### src/rtl/add_datapath.sv
`default_nettype none
// ============================================================================
// Module      : add_datapath
// Description : Two operand registers feeding a (WIDTH+1)-bit adder. Each
//               result {sum,cout,ovf} is queued in a 2-entry FIFO drained
//               with a valid/ready handshake. A push into a full FIFO with
//               no pop is dropped and sets a sticky error flag.
// Revision    : 1.0 - initial release
// ============================================================================
module add_datapath #(
  parameter int WIDTH = 8
) (
  input  logic             clk,
  input  logic             rst,
  input  logic             lda,
  input  logic             ldb,
  input  logic             ldc,
  input  logic [WIDTH-1:0] din,
  output logic [WIDTH-1:0] sum,
  output logic             cout,
  output logic             ovf,
  output logic             res_valid,
  input  logic             res_ready,
  output logic             drop_err,
  output logic [7:0]       op_count
);

  // One FIFO entry: {sum, cout, ovf}
  localparam int ENTRY_W = WIDTH + 2;

  logic [WIDTH-1:0]   a_q, a_d;
  logic [WIDTH-1:0]   b_q, b_d;
  logic [ENTRY_W-1:0] mem_q [2];
  logic [ENTRY_W-1:0] mem_d [2];
  logic               rd_ptr_q, rd_ptr_d;
  logic               wr_ptr_q, wr_ptr_d;
  logic [1:0]         count_q, count_d;
  logic               drop_q, drop_d;
  logic [7:0]         opcnt_q, opcnt_d;

  logic [WIDTH:0]     w_add;
  logic               w_ovf;
  logic [ENTRY_W-1:0] w_entry;
  logic               w_full;
  logic               w_pop;
  logic               w_push;
  logic [ENTRY_W-1:0] w_head;

  // Adder and overflow from the register values held before this edge
  always_comb begin
    w_add   = {1'b0, a_q} + {1'b0, b_q};
    w_ovf   = (a_q[WIDTH-1] == b_q[WIDTH-1]) && (w_add[WIDTH-1] != a_q[WIDTH-1]);
    w_entry = {w_add[WIDTH-1:0], w_add[WIDTH], w_ovf};
  end

  // FIFO handshake: a pop frees a slot for a same-cycle push when full
  always_comb begin
    w_full = (count_q == 2'd2);
    w_pop  = (count_q != 2'd0) && res_ready;
    w_push = ldc && (!w_full || w_pop);
  end

  // Next-state for operands, FIFO storage, pointers, flags and counter
  always_comb begin
    a_d      = lda ? din : a_q;
    b_d      = ldb ? din : b_q;
    mem_d[0] = mem_q[0];
    mem_d[1] = mem_q[1];
    rd_ptr_d = rd_ptr_q;
    wr_ptr_d = wr_ptr_q;
    count_d  = count_q;
    drop_d   = drop_q;
    opcnt_d  = opcnt_q;
    if (w_push) begin
      mem_d[wr_ptr_q] = w_entry;
      wr_ptr_d        = ~wr_ptr_q;
      opcnt_d         = opcnt_q + 8'd1;
    end
    if (w_pop) begin
      rd_ptr_d = ~rd_ptr_q;
    end
    case ({w_push, w_pop})
      2'b10:   count_d = count_q + 2'd1;
      2'b01:   count_d = count_q - 2'd1;
      default: count_d = count_q;
    endcase
    if (ldc && w_full && !w_pop) begin
      drop_d = 1'b1;
    end
  end

  // State registers with asynchronous clear
  always_ff @(posedge clk or posedge rst) begin
    if (rst) begin
      a_q      <= '0;
      b_q      <= '0;
      mem_q[0] <= '0;
      mem_q[1] <= '0;
      rd_ptr_q <= 1'b0;
      wr_ptr_q <= 1'b0;
      count_q  <= 2'd0;
      drop_q   <= 1'b0;
      opcnt_q  <= 8'd0;
    end else begin
      a_q      <= a_d;
      b_q      <= b_d;
      mem_q[0] <= mem_d[0];
      mem_q[1] <= mem_d[1];
      rd_ptr_q <= rd_ptr_d;
      wr_ptr_q <= wr_ptr_d;
      count_q  <= count_d;
      drop_q   <= drop_d;
      opcnt_q  <= opcnt_d;
    end
  end

  // Head entry is forced to zero while the FIFO is empty
  always_comb begin
    w_head    = (count_q != 2'd0) ? mem_q[rd_ptr_q] : '0;
    sum       = w_head[ENTRY_W-1:2];
    cout      = w_head[1];
    ovf       = w_head[0];
    res_valid = (count_q != 2'd0);
    drop_err  = drop_q;
    op_count  = opcnt_q;
  end

endmodule
`default_nettype wire

### config.mk
export PLATFORM = sky130hd
export DESIGN_NAME = add_datapath
export DESIGN_NICKNAME = d
export VERILOG_FILES = /design/src/rtl/add_datapath.sv
export SDC_FILE = /design/constraint.sdc
export NUM_CORES = 1
export LEC_CHECK = 0
export BUFFER_PORTS_ARGS = -buffer_cell sky130_fd_sc_hd__buf_2
export CAP_MARGIN = 20
export CORE_UTILIZATION = 45
export CTS_BUF_LIST = sky130_fd_sc_hd__clkbuf_8
export DETAILED_ROUTE_END_ITERATION = 10
export PLACE_DENSITY_LB_ADDON = 0.2
export SLEW_MARGIN = 10
export SYNTH_ARGS = -nofsm -noshare
export SYNTH_HDL_FRONTEND = slang
export SYNTH_SLANG_ARGS = --single-unit
### constraint.sdc
create_clock -name clk -period 3.9 [get_ports clk]
set_input_delay 0.195 -clock clk [delete_from_list [all_inputs] [get_ports clk]]
set_output_delay 0.195 -clock clk [all_outputs]
set_load 0.1 [all_outputs]
==> results.md <==
* Gp weighted congestion at 0.7423
* Antenna cells at 0
* Clock buffer depth at 2
* CP arrival at 1.87 ns
* All-Layer GR Usage at 17.10%
* Initial antenna violation count at 0
* Placed Area at 0.002681 mm²
* Final worst-path cycle share at 53.04%
* Library cells used by synthesis at 41
* # IOs at 34
* Nets at 277
* CTS tree: done
* Setup TNS at 0 ns
* Dpl ws at 1.839 ns
* Max_slew headroom at 44.33%
* Final setup viols at 0
* Crit path capture type: primary output
* RSZ-0062 raised after global routing: no
* Remaining routing DRC violations at 0
* Die area at 0.005797 mm²
* CTS Sinks at 49
* Final instance area at 0.002813 mm²
* Max-slew violations at 0
* Initial DRC count at 105
* Via count at 1673
* GRT overflow at 0
* Die width at 76.14 µm
* Yosys reg bits at 49
* Sequential share of the synthesized area at 49.57%
* # Post-CTS Setup Buffers at 0
* Syn Inst Count at 218
* Root buf cell: clkbuf_8
* Hold crit path type: in -> reg
* Number of fill cells in the layout at 466
* Layout cell share with drive strength beyond 1 at 26.48%
* Worst-Margin Slew at 0.8320 ns
* Net count after synthesis at 243
* Min Hold Slack at 0.1394 ns
* Crit path max fanout at 12
* Final setup skew at 0.01014 ns
* Clk slew on worst S/H paths at 0.09 ns
* First-pass GRT wire length at 7.886 mm
* Netlist Area Pre-Place at 0.002474 mm²
* DP HPWL at 3.220 mm
* Vias in the first global route at 1637
* H-tree Lvls at 2
* WL/cell at 13.90 µm
* Via density at 5.180
* Outcome: finished clean
* Die H at 76.14 µm
* WL final at 4.490 mm
* FMAX at 0.4835 GHz
* Port Buffers at 33
* Critical path type: reg -> out
* Initial core utilization at 47.52%
* Largest net degree at the start of global routing at 50
* Num CTS Buffers at 5
* Clk_lat worst skew at 0.30 ns
* MaxCap Viol Count at 0
* Synth warnings at 0
* Startpoint Class: register
* Area growth syn-to-layout at 13.71%
* # rows at 26
* CP required at 3.70 ns
* Core Box Area at 0.005205 mm²
* Antenna viol nets, final at 0
* Final hold viol count at 0
* Fin crit period at 2.068 ns
* Pre-antenna DRT Iters at 4
* Min setup slack post-route at 1.832 ns
* Avg Cell Area, Syn at 11.35 µm²
## per-layer routing
layer  vias to the layer above  global-route usage, %  part of all wire [%]  wire length, µm
met2                        24                  27.09                    45             2013
li1                        832                      -                     -                -
met4                         0                  5.962                   1.4               61
met3                         7                  3.832                   2.7              121
met5                         -                      0                     0                0
met1                       810                  23.21                    51             2293
## worst max-delay path, cell delays in order, from the launching register on
cell and delay, ns:
dfrtp_1 0.46, nor2_1 0.66, nor2_1 0.13, buf_2 0.33
## per-stage QoR
step	utilization, %	std cells
2_1_floorplan	-	218
3_3_place_gp	51.51	313
3_5_place_dp	51.51	313
4_1_cts	53.46	321
5_1_grt	54.04	323
6_report	54.04	323
## path summary, 6_finish.rpt
check	from	slack [ns]	to	cells after the start
min in group asynchronous	rst	0.39	b_q[7]$_DFFE_PP0P_	3
min	din[3]	0.14	b_q[3]$_DFFE_PP0P_	2
max reg2reg	count_q[0]$_DFFE_PP0P_	1.89	count_q[1]$_DFFE_PP0P_	5
max in group asynchronous	rst	3.02	b_q[0]$_DFFE_PP0P_	4
min reg2reg	drop_err$_DFFE_PP0P_	0.45	drop_err$_DFFE_PP0P_	1
max	count_q[0]$_DFFE_PP0P_	1.83	sum[6]	3
## sequential cells by signal, indices dropped and copies added (netlist names)
signal    count
wr_ptr_q      1
drop_err      1
mem_q        20
op_count      8
rd_ptr_q      1
count_q       2
a_q           8
b_q           8
## synth_stat cells (all sizes together)
library cell / count / area, µm²
clkbuf: 3 / 11.26
nand3b: 1 / 7.510
o21a: 1 / 7.510
nand3: 7 / 35.03
a21o: 3 / 22.52
and2: 2 / 12.51
o21ai: 5 / 25.02
o31ai: 4 / 30.03
nand4: 4 / 25.02
inv: 4 / 15.01
dfrtp: 49 / 1226
ha: 10 / 125.1
nor3: 1 / 5.000
a211oi: 2 / 15.01
nor2: 15 / 56.30
nor3b: 2 / 20.02
fa: 1 / 20.02
nand4b: 2 / 17.52
buf: 5 / 33.78
and3: 3 / 23.77
o21bai: 1 / 7.510
a21oi: 4 / 23.77
or3: 1 / 6.260
mux2i: 14 / 140.1
nor2b: 2 / 12.51
a21boi: 1 / 7.510
xor2: 5 / 43.79
and4: 1 / 8.760
nand2b: 1 / 6.260
a211o: 4 / 35.03
mux2: 20 / 232.7
xnor2: 9 / 78.83
or3b: 1 / 11.26
a32o: 2 / 20.02
nand2: 28 / 105.1
## final cells by class
type	instances	area, µm²	share of cell area (%)
inverter	4	15.01	0.5338
multi-input combinational	157	1187	42.22
sequential	49	1226	43.59
timing repair buffer	35	195.2	6.939
clock inverter	1	5.005	0.1779
tap	70	87.58	3.114
clock buffer	7	96.34	3.425
## cells in the final DEF (no fill, tap or decap), drive strengths merged, types with 2 or more instances in the layout
cell type	instances
dfrtp	49
buf	34
nand2	28
mux2	20
nor2	15
mux2i	14
ha	10
xnor2	9
nand3	7
clkbuf	7
o21ai	5
xor2	5
a211o	4
nand4	4
o31ai	4
a21oi	4
inv	4
a21o	3
and3	3
a211oi	2
nand4b	2
nor2b	2
a32o	2
and2	2
nor3b	2
## logic make-up after synthesis
kind of cell	after synthesis	share of synthesized area, %
muxes	34	15.07
buffers and inverters	12	2.428
DFF	49	49.57
and+or+nand+nor	71	14.26
xor gates and xnor gates	14	4.957
adders and majority gates	11	5.868
AOI/OAI and AO/OA	27	7.840
## what timing repair did
action / in CTS / in global routing
endpoints found under the hold margin: 0 / 14
hold buffers: 0 / 1
endpoints found under the setup margin: 0 / 0
resized for setup: 0 / 0
Power is not shown: default switching activity piles up to over one toggle a cycle in this logic, so the estimate is an artifact.
